[src/rtl/io_timer_bank.sv]
// Bank of NCH up-counting timers on the J1 IO bus with auto-reload, one-shot mode,
// a shared prescaler and masked write-1-to-clear pending bits merged into one irq.
module io_timer_bank #(
    parameter int NCH   = 4,
    parameter int WIDTH = 16,
    parameter int PRE_W = 8
) (
    input  logic        clk,
    input  logic        resetq,
    input  logic        sel,
    input  logic        io_wr,
    input  logic [5:0]  io_addr,
    input  logic [15:0] io_dout,
    output logic [15:0] io_din,
    output logic        irq
);
    localparam logic [3:0] GCH = 4'(NCH);

    logic [3:0]       ch;
    logic [1:0]       r;
    logic             wr;
    logic [WIDTH-1:0] count  [NCH];
    logic [WIDTH-1:0] reload [NCH];
    logic [2:0]       ctrl   [NCH];
    logic [PRE_W-1:0] prescale;
    logic [PRE_W-1:0] pcnt;
    logic [NCH-1:0]   pending;
    logic [NCH-1:0]   irq_en;
    logic [NCH-1:0]   wr_ctrl, wr_rel, wr_cnt, step, ovf, w1c;
    logic             tick, wr_pre, wr_mask;
    logic             irq_p1;

    assign ch      = io_addr[5:2];
    assign r       = io_addr[1:0];
    assign wr      = sel & io_wr;
    assign tick    = (pcnt == prescale);
    assign wr_pre  = wr && (ch == GCH) && (r == 2'd0);
    assign wr_mask = wr && (ch == GCH) && (r == 2'd2);
    assign w1c     = (wr && (ch == GCH) && (r == 2'd1)) ? io_dout[NCH-1:0] : '0;
    assign irq     = irq_p1;

    // A CPU write to COUNT suppresses both the increment and the overflow of that cycle.
    always_comb begin
        wr_ctrl = '0;
        wr_rel  = '0;
        wr_cnt  = '0;
        step    = '0;
        ovf     = '0;
        for (int i = 0; i < NCH; i++) begin
            wr_ctrl[i] = wr && (ch == 4'(i)) && (r == 2'd0);
            wr_rel[i]  = wr && (ch == 4'(i)) && (r == 2'd1);
            wr_cnt[i]  = wr && (ch == 4'(i)) && (r == 2'd2);
            step[i]    = ctrl[i][0] && (!ctrl[i][2] || tick);
            ovf[i]     = step[i] && !wr_cnt[i] && (count[i] == '1);
        end
    end

    always_ff @(posedge clk or negedge resetq) begin
        if (!resetq) begin
            for (int i = 0; i < NCH; i++) begin
                count[i]  <= '0;
                reload[i] <= '0;
                ctrl[i]   <= '0;
            end
            prescale <= '0;
            pcnt     <= '0;
            pending  <= '0;
            irq_en   <= '0;
            irq_p1   <= 1'b0;
        end else begin
            for (int i = 0; i < NCH; i++) begin
                if (wr_cnt[i])
                    count[i] <= io_dout[WIDTH-1:0];
                else if (step[i])
                    count[i] <= ovf[i] ? reload[i] : count[i] + 1'b1;
                if (wr_ctrl[i])
                    ctrl[i] <= io_dout[2:0];
                else if (ovf[i] && ctrl[i][1])
                    ctrl[i][0] <= 1'b0;
                if (wr_rel[i])
                    reload[i] <= io_dout[WIDTH-1:0];
            end
            // Overflow is OR-ed in after the clear so it wins over a simultaneous W1C.
            pending <= (pending & ~w1c) | ovf;
            if (wr_mask)
                irq_en <= io_dout[NCH-1:0];
            if (wr_pre) begin
                prescale <= io_dout[PRE_W-1:0];
                pcnt     <= '0;
            end else if (tick) begin
                pcnt <= '0;
            end else begin
                pcnt <= pcnt + 1'b1;
            end
            // irq stage: one cycle behind pending/mask
            irq_p1 <= |(pending & irq_en);
        end
    end

    always_comb begin
        io_din = '0;
        if (sel) begin
            for (int i = 0; i < NCH; i++) begin
                if (ch == 4'(i)) begin
                    case (r)
                        2'd0:    io_din = {13'd0, ctrl[i]};
                        2'd1:    io_din = 16'(reload[i]);
                        2'd2:    io_din = 16'(count[i]);
                        default: io_din = '0;
                    endcase
                end
            end
            if (ch == GCH) begin
                case (r)
                    2'd0:    io_din = 16'(prescale);
                    2'd1:    io_din = 16'(pending);
                    2'd2:    io_din = 16'(irq_en);
                    default: io_din = '0;
                endcase
            end
        end
    end
endmodule
[config.mk]
export PLATFORM = sky130hd
export DESIGN_NAME = io_timer_bank
export DESIGN_NICKNAME = d
export VERILOG_FILES = /design/src/rtl/io_timer_bank.sv
export SDC_FILE = /design/constraint.sdc
export NUM_CORES = 1
export LEC_CHECK = 0
export BUFFER_PORTS_ARGS = -buffer_cell sky130_fd_sc_hd__buf_2
export CORE_UTILIZATION = 30
export CTS_CLUSTER_SIZE = 12
export DETAILED_ROUTE_END_ITERATION = 8
export SYNTH_ARGS = -nofsm -noshare
export SYNTH_HDL_FRONTEND = slang
export SYNTH_SLANG_ARGS = --single-unit
[constraint.sdc]
create_clock -name clk -period 3.6 [get_ports clk]
set_clock_uncertainty 0.15 [all_clocks]
set_input_delay 0.36 -clock clk [delete_from_list [all_inputs] [get_ports clk]]
set_output_delay 0.36 -clock clk [all_outputs]
set_load 0.03 [all_outputs]
== Yosys cells after proc, flatten, opt, wreduce, memory -nomap -nowiden ==
Index checks and enable logic that the tools add are counted.
Storage, ports and cells
  input port bits: 26
  memory bits (writable): 0
  ROM bits: 0
  register bits after elaboration: 165
  output and inout bits: 17
  bits in latches: 0
  memories kept: 0
  word-level logic and storage cells: 135
Operators by class
  muxes and demuxes: 34
  $add $sub $neg: 5
  bitwise gates (word level): 5
  order comparisons: 0
  shifts and indexed selects: 0
  divide/modulo/power cells: 0
  multipliers: 0
  equal/unequal tests: 11
  reduce and logical (&&, ||, !) cells: 59
Operator list (count)
  two-way mux 16 bit: 18
  one-hot mux 16 bit (3 select lines): 4
  adder 16 x 1 -> 16 bit, second input constant: 4
  == test 16 bit, second input constant: 4
  logical AND 1 bit: 36
  one-hot mux 8 bit (3 select lines): 1
  two-way mux 8 bit: 2
  nonzero test 2 bit: 8
  adder 8 x 1 -> 8 bit, second input constant: 1
  AND 4 bit: 2
  == test 4 x 2 -> 1 bit, second input constant: 2
  == test 8 bit: 1
  logical NOT 1 bit: 8
  two-way mux 1 bit: 8
  == test 4 x 1 -> 1 bit, second input constant: 1
  == test 4 x 3 -> 1 bit, second input constant: 1
  logical NOT 4 bit: 1
  logical OR 1 bit: 4
  two-way mux 4 bit: 1
  NOT 4 bit: 1
  bitwise OR 4 bit: 1
  OR reduction 4 bit: 1
  == test 2 x 1 -> 1 bit, second input constant: 1
  == test 2 bit, second input constant: 1
  2 further kinds: 2

== Depth between registers and ports, before layout ==
Gate-level depths: netlist of run 1.
  depth after elaboration: 9
  depth in mapped cells: 9
  gate-level depth less buffers: 7

== Least setup slack after synthesis of run 1 ==
Ideal clock, no wire load.
  path kind: in2out
  start: input io_addr[0]
  end: output io_din[12]
  path slack: 924 ps
  data arrival time: 2166 ps
  data required time: 3090 ps
  cell stages on the path: 8
  path buffers: 3
  cell sequence: nor2b_1 -> buf_2 -> clkbuf_1 -> clkbuf_1 -> a22oi_1 -> o22ai_1 -> a21oi_1 -> nor3_1
On the way
  longest elaborated chain between the ends: 8
  elaborated cells between the ends (all ways): 13
  those cells by class: eq/ne: 2; mux: 10; reduce/logical: 1
RTL lines
  start: declaration: RTL line 12  | input logic [5:0] io_addr,
  == test 2 bit (tied with other cells): RTL line 105  | case (r)
  one-hot mux 16 bit (3 select lines): RTL line 105
  two-way mux 16 bit (3 in a row): RTL line 104  | if (ch == 4'(i)) begin
  two-way mux 16 bit (*): RTL line 104
  two-way mux 16 bit (*): RTL line 113  | if (ch == GCH) begin
  two-way mux 16 bit (*): RTL line 102  | if (sel) begin
  end: declaration: RTL line 14  | output logic [15:0] io_din,
Mark *: on every way between the ends. The rest lies on a longest branch, timed or not.

== Final worst setup path of run 1 ==
  start: input io_addr[0]
  end: output io_din[10]
The elaborated chain is that of the path after synthesis.

==> results.json, run 1 <==
{
  "syn_nets": 1101,
  "maxSlewHeadroom_pct": 39.4,
  "synth-seq-area-share_pct": 41.7,
  "synthDistinctLibCells": 68,
  "reg2regPathDepth": 6,
  "post_cts_buffers": 0,
  "ys_seq_elements": 165,
  "critPathArrivalTime_ps": 2390,
  "hold_viol": 0,
  "clk_pin_slew_worst_paths_ps": 70,
  "synth_top_area_cell": "dfrtp_1",
  "rows": 66,
  "track_usage_pct": 20.8,
  "coreArea_um2": 32500,
  "worst-setup-path-type": "primary input to primary output",
  "tightest_slew_ps": 908,
  "ys_warn_count": 0,
  "fmax_ghz": 0.345,
  "drt-initial-drc-count": 1070,
  "cp-endpoint": "io_din[10]",
  "rsz0062_at_grt": "false",
  "antenna_found_initial": 0,
  "numCtsBuffers": 17,
  "ios": 43,
  "leakage_nw": 4.61,
  "cts_tree": "done",
  "max_stage_delay_ps": 420,
  "async_flop_share_pct": 100,
  "crit_slowest_cell": "nor2b_4",
  "syn_area_um2": 9900,
  "period_share_pct": 80.6,
  "place_congestion": 0.958,
  "die-area_um2": 33700,
  "syn_to_final_growth_pct": 12.5,
  "yosysMostFrequentCell": "dfrtp_1",
  "drc_errors": 0,
  "cts.sinks": 165,
  "avgSynthCellArea_um2": 9.25,
  "power_w": 0.00630,
  "clk_latency_ps": 430,
  "r2r-end": "count[30]",
  "synth_top_area_share_pct": 41.7,
  "ys.flop_type": "dfrtp_1",
  "critPathLaunchType": "primary input",
  "vias_per_cell": 5.80,
  "synth_enable_flop_cells": 0,
  "required_ps": 3090,
  "wirelength_um": 34300,
  "drtAntennaViolNets": 0,
  "htree_levels": 4,
  "fin_nets": 1111,
  "hold_path_class": "primary input to register",
  "clock-root-buffer": "clkbuf_16",
  "powerDensity_nw_per_um2": 565,
  "crit_chain": "buf_2 > buf_4 > nor2b_4 > buf_4 > a22oi_1 > a21oi_1 > a21oi_1 > nor2_1 > buf_2",
  "die_h_um": 184,
  "drive_above_1_share_pct": 17.7,
  "report.final.slew_viol_count": 0,
  "fillers": 3357,
  "status": "complete, no violations",
  "grt_max_degree": 86,
  "period_needed_ps": 2900,
  "crit_path_end_kind": "primary output",
  "hold_buffers": 1,
  "syn-instance-count": 1070,
  "yosys-top-cells-area": "dfrtp_1 (42%), mux2_2 (8.6%), nand2_1 (4.6%), a21oi_1 (3.4%), a22oi_1 (2.7%)",
  "setup_viol": 0,
  "netlist_top_cells_count": "dfrtp_1 (165), nand2_1 (120), mux2_2 (76)",
  "r2r_setup_slack_ps": 740,
  "ir_drop_v": 0.000288,
  "wire_per_inst_um": 22.3,
  "grt_pass1_wl_um": 53300,
  "diodes": 0,
  "critPathLaunch": "io_addr[0]",
  "finalSetupTns_ps": 0,
  "dr.pass1.iters": 5,
  "initial_utilization_pct": 30.4,
  "grt_overflow": 0,
  "portBuffers": 42,
  "cts_resized": 0,
  "cp_max_fo": 20,
  "vias": 8904,
  "clock_path_buffers": 2,
  "r2r-start": "pcnt[0]",
  "die_x_um": 184,
  "grt_pass1_vias": 8540,
  "cap_violations": 0,
  "hpwl_um": 24200
}
==> state kept, by name, indices dropped and copies added, names as in the netlist <==
register,cells
reload,64
prescale,8
pcnt,8
irq_en,4
count,64
irq,1
pending,4
ctrl,12
==> how the worst min path moves through the flow <==
stage | startpoint | endpoint | cells past startpoint
after floorplan | resetq | count[0] | 0
after global placement | pending[1] | pending[1] | 2
after detailed placement | pending[1] | pending[1] | 2
after CTS | io_dout[14] | count[46] | 3
after global routing | io_dout[8] | count[56] | 3
final | io_dout[8] | count[56] | 3
==> metal layers <==
layer / global-route usage (%) / vias to the layer above / share of wire [%]
met1: 29.2 / 4408 / 44
li1: - / 4026 / -
met5: 0 / - / 0
met2: 31.3 / 406 / 45
met4: 7.87 / 0 / 3.0
met3: 4.04 / 64 / 7.9
==> placed cells by master, fill, tap and decap left out, types with 18 or more instances in the layout <==
cell type / count
dfrtp_1: 165
nand2_1: 120
mux2_2: 76
nor2_1: 71
a21oi_1: 67
o21ai_0: 49
nand3_1: 44
buf_2: 41
a22oi_1: 36
buf_4: 25
and3_1: 24
mux2i_1: 24
nor3_1: 20
a31oi_1: 20
xnor2_1: 19
o22ai_1: 18
a211oi_1: 18
==> kinds of logic (layout without fill, tap and decap cells) <==
family / after synthesis / count (layout) / share of synthesized area, %
AO/OA/AOI/OAI: 326 / 326 / 22.0
flip-flops: 165 / 165 / 41.7
AND/OR/NAND/NOR: 348 / 348 / 17.1
adder cells (fa/ha/maj): 5 / 5 / 0.632
multiplexers: 108 / 108 / 12.0
buffers and inverters: 88 / 111 / 3.80
XOR/XNOR: 30 / 30 / 2.73
==> metrics by stage <==
| step | hold WS [ps] | instances | utilization, % | area [µm²] | worst slack [ps] |
|---|---|---|---|---|---|
| after floorplan | -85.6 | 1070 | - | 9900 | 924 |
| after global placement | 345 | 1502 | 32.4 | 10600 | 824 |
| after detailed placement | 350 | 1502 | 32.4 | 10600 | 743 |
| after CTS | 160 | 1535 | 34.2 | 11100 | 730 |
| after global routing | 165 | 1535 | 34.2 | 11100 | 583 |
| final | 170 | 1535 | 34.2 | 11100 | 699 |
==> report_power, final <==
group	internal [W]	switching, W
registers	0.00223	0.000621
logic	0.000700	0.000921
clock network	0.00100	0.000823
total	0.00393	0.00237
==> critical path: cells and delay by family <==
| kind | cells | cell delay [ps] |
|---|---|---|
| AOI/OAI and AO/OA | 3 | 510 |
| buffers and inverters | 4 | 840 |
| and+or+nand+nor | 2 | 670 |
==> layout make-up <==
type	instances	area [µm²]	area share (%)
multi-input combinational	817	5410	48.6
sequential	165	4130	37.1
tap	442	553	4.97
clock buffer	20	457	4.10
timing repair buffer	69	434	3.90
clock inverter	12	119	1.07
inverter	10	37.5	0.337
Power figures use the tool's default switching activity.
==> inputs of run 2 (changes only) <==
==> constraint.sdc (replaced) <==
create_clock -name clk -period 2.5 [get_ports clk]
set_clock_uncertainty 0.15 [all_clocks]
set_input_delay 0.25 -clock clk [delete_from_list [all_inputs] [get_ports clk]]
set_output_delay 0.25 -clock clk [all_outputs]
set_load 0.03 [all_outputs]
==> results.json, run 2 (synthesis gave the netlist of run 1 again) <==
{
  "status": "complete, no violations",
  "portBuffers": 42,
  "power_w": 0.00973,
  "coreArea_um2": 32500,
  "period_needed_ps": 2450,
  "vias": 9241,
  "antenna_found_initial": 1,
  "fmax_ghz": 0.408,
  "crit_top_cell": "buf_4",
  "crit_chain": "buf_4 > a221oi_1 > a211oi_1 > buf_4 > nor3_1 > nor2_1 > buf_2",
  "drtAntennaViolNets": 0,
  "clk_latency_ps": 440,
  "crit_slowest_cell": "dfrtp_1",
  "ir_drop_v": 0.000399,
  "die_x_um": 184,
  "reg2regPathDepth": 7,
  "r2r-end": "pending[3]",
  "die-area_um2": 33700,
  "cts.sinks": 165,
  "wire_per_inst_um": 21.9,
  "fin_ws_ps": 49.0,
  "grt_max_degree": 60,
  "reg_top3": "count: 64 flops, reload: 64 flops, ctrl: 12 flops",
  "required_ps": 2100,
  "max_stage_delay_ps": 380,
  "tightest_slew_ps": 586,
  "worst-setup-path-type": "register to primary output",
  "fin_nets": 1179,
  "setup_viol": 0,
  "leakage_nw": 5.01,
  "r2r_setup_slack_ps": 100,
  "vias_per_cell": 5.77,
  "cts_tree": "done",
  "grt_pass1_vias": 8907,
  "ios": 43,
  "powerDensity_nw_per_um2": 821,
  "post-place-ws_ps": 50.6,
  "cp_max_fo": 5,
  "grt_overflow": 0,
  "wirelength_um": 35000,
  "drive_above_1_share_pct": 23.0,
  "initial_utilization_pct": 30.4,
  "critPathLaunch": "count[23]",
  "layout_commonest_cell": "dfrtp_1",
  "critPathLaunchType": "register",
  "die_h_um": 184,
  "fin_util_pct": 36.4,
  "final-seq-area_um2": 4130,
  "rsz0062_at_grt": "false",
  "hold_path_class": "primary input to register",
  "clk_pin_slew_worst_paths_ps": 70,
  "numCtsBuffers": 17,
  "multi_input_area_um2": 5430,
  "critPathArrivalTime_ps": 2050,
  "final_cells": 1602,
  "grt_pass1_wl_um": 53900,
  "syn_to_final_growth_pct": 19.7,
  "r2r-start": "pcnt[1]",
  "drt-initial-drc-count": 916,
  "clock_path_buffers": 2,
  "mostFrequentLayoutCells": "dfrtp_1 (164), nand2_1 (120), buf_4 (85)",
  "track_usage_pct": 21.2,
  "cp-endpoint": "io_din[7]",
  "place_congestion": 0.915,
  "drc_errors": 0,
  "hpwl_um": 25100,
  "period_share_pct": 98.0,
  "dp.cells": 1570,
  "hold_viol": 0,
  "dr.pass1.iters": 5,
  "cap_violations": 0,
  "rows": 66,
  "maxSlewHeadroom_pct": 60.9,
  "report.final.slew_viol_count": 0,
  "clock-root-buffer": "clkbuf_16",
  "crit_path_end_kind": "primary output",
  "htree_levels": 4,
  "finalSetupTns_ps": 0,
  "fillers": 3361
}
## run 2: cell types whose count changed in the layout (fill, tap and decap cells not counted), moves of 2 or more
cell,delta
buf_12,+8
a21oi_1,-3
o21ai_0,-2
inv_6,-2
buf_4,+60
o21ai_1,+2
clkinv_4,-2
a221oi_1,-2
a21oi_2,+3
a221oi_2,+2
bufinv_16,+4
## run 2: critical path, delay by kind of cell (launching register included)
family                 cells  cell delay, ps
AO/OA/AOI/OAI              2             400
buffers and inverters      3             500
flip-flops                 1             380
AND/OR/NAND/NOR            2             320
## run 2: worst min-delay path by stage
stage                     start        end  slack, ps  cells after the start
floorplan                resetq   count[0]       -200                      0
global placement         resetq  count[50]        130                      1
detailed placement       resetq  count[53]        130                      1
CTS                  io_dout[8]   count[8]         40                      3
global route        io_dout[10]  count[42]         50                      3
finish              io_dout[14]  count[62]         60                      3
## run 2: where the power goes
part	leakage, nW	internal [W]	switching [W]
logic	2.63	0.00127	0.00160
registers	2.07	0.00322	0.000683
clock network	0.308	0.00182	0.00114
## run 2: area by class of cell
type / count / area share (%)
Tap cell: 442 / 4.67
Inverter: 10 / 0.317
Sequential cell: 165 / 34.8
Clock buffer: 19 / 3.82
Antenna cell: 1 / 0.0211
Multi-Input combinational cell: 817 / 45.8
Clock inverter: 11 / 1.68
Timing Repair Buffer: 137 / 8.81
## run 2: what timing repair did
item                                    CTS  global route
pin swaps                                 0             1
endpoints found under the setup margin    2             4
setup buffers                             0             0
hold buffers                              1             0
hold endpoints to repair                 56             0
resized for setup                         2             6
gates cloned                              0             0
## run 2: routing by layer
layer,wire length [µm],GRT usage (%)
met1,15100,27.9
met5,0,0
met2,15700,32.6
met3,2440,4.30
met4,1860,11.5
## run 2: through the flow
| stage | hold slack, ps | cell area (µm²) |
|---|---|---|
| 5_1_grt | 50.5 | 11900 |
| 3_5_place_dp | 130 | 11200 |
| 3_3_place_gp | 135 | 11200 |
| 6_report | 56.6 | 11900 |
| 4_1_cts | 37.3 | 11800 |
| 2_1_floorplan | -196 | 9900 |
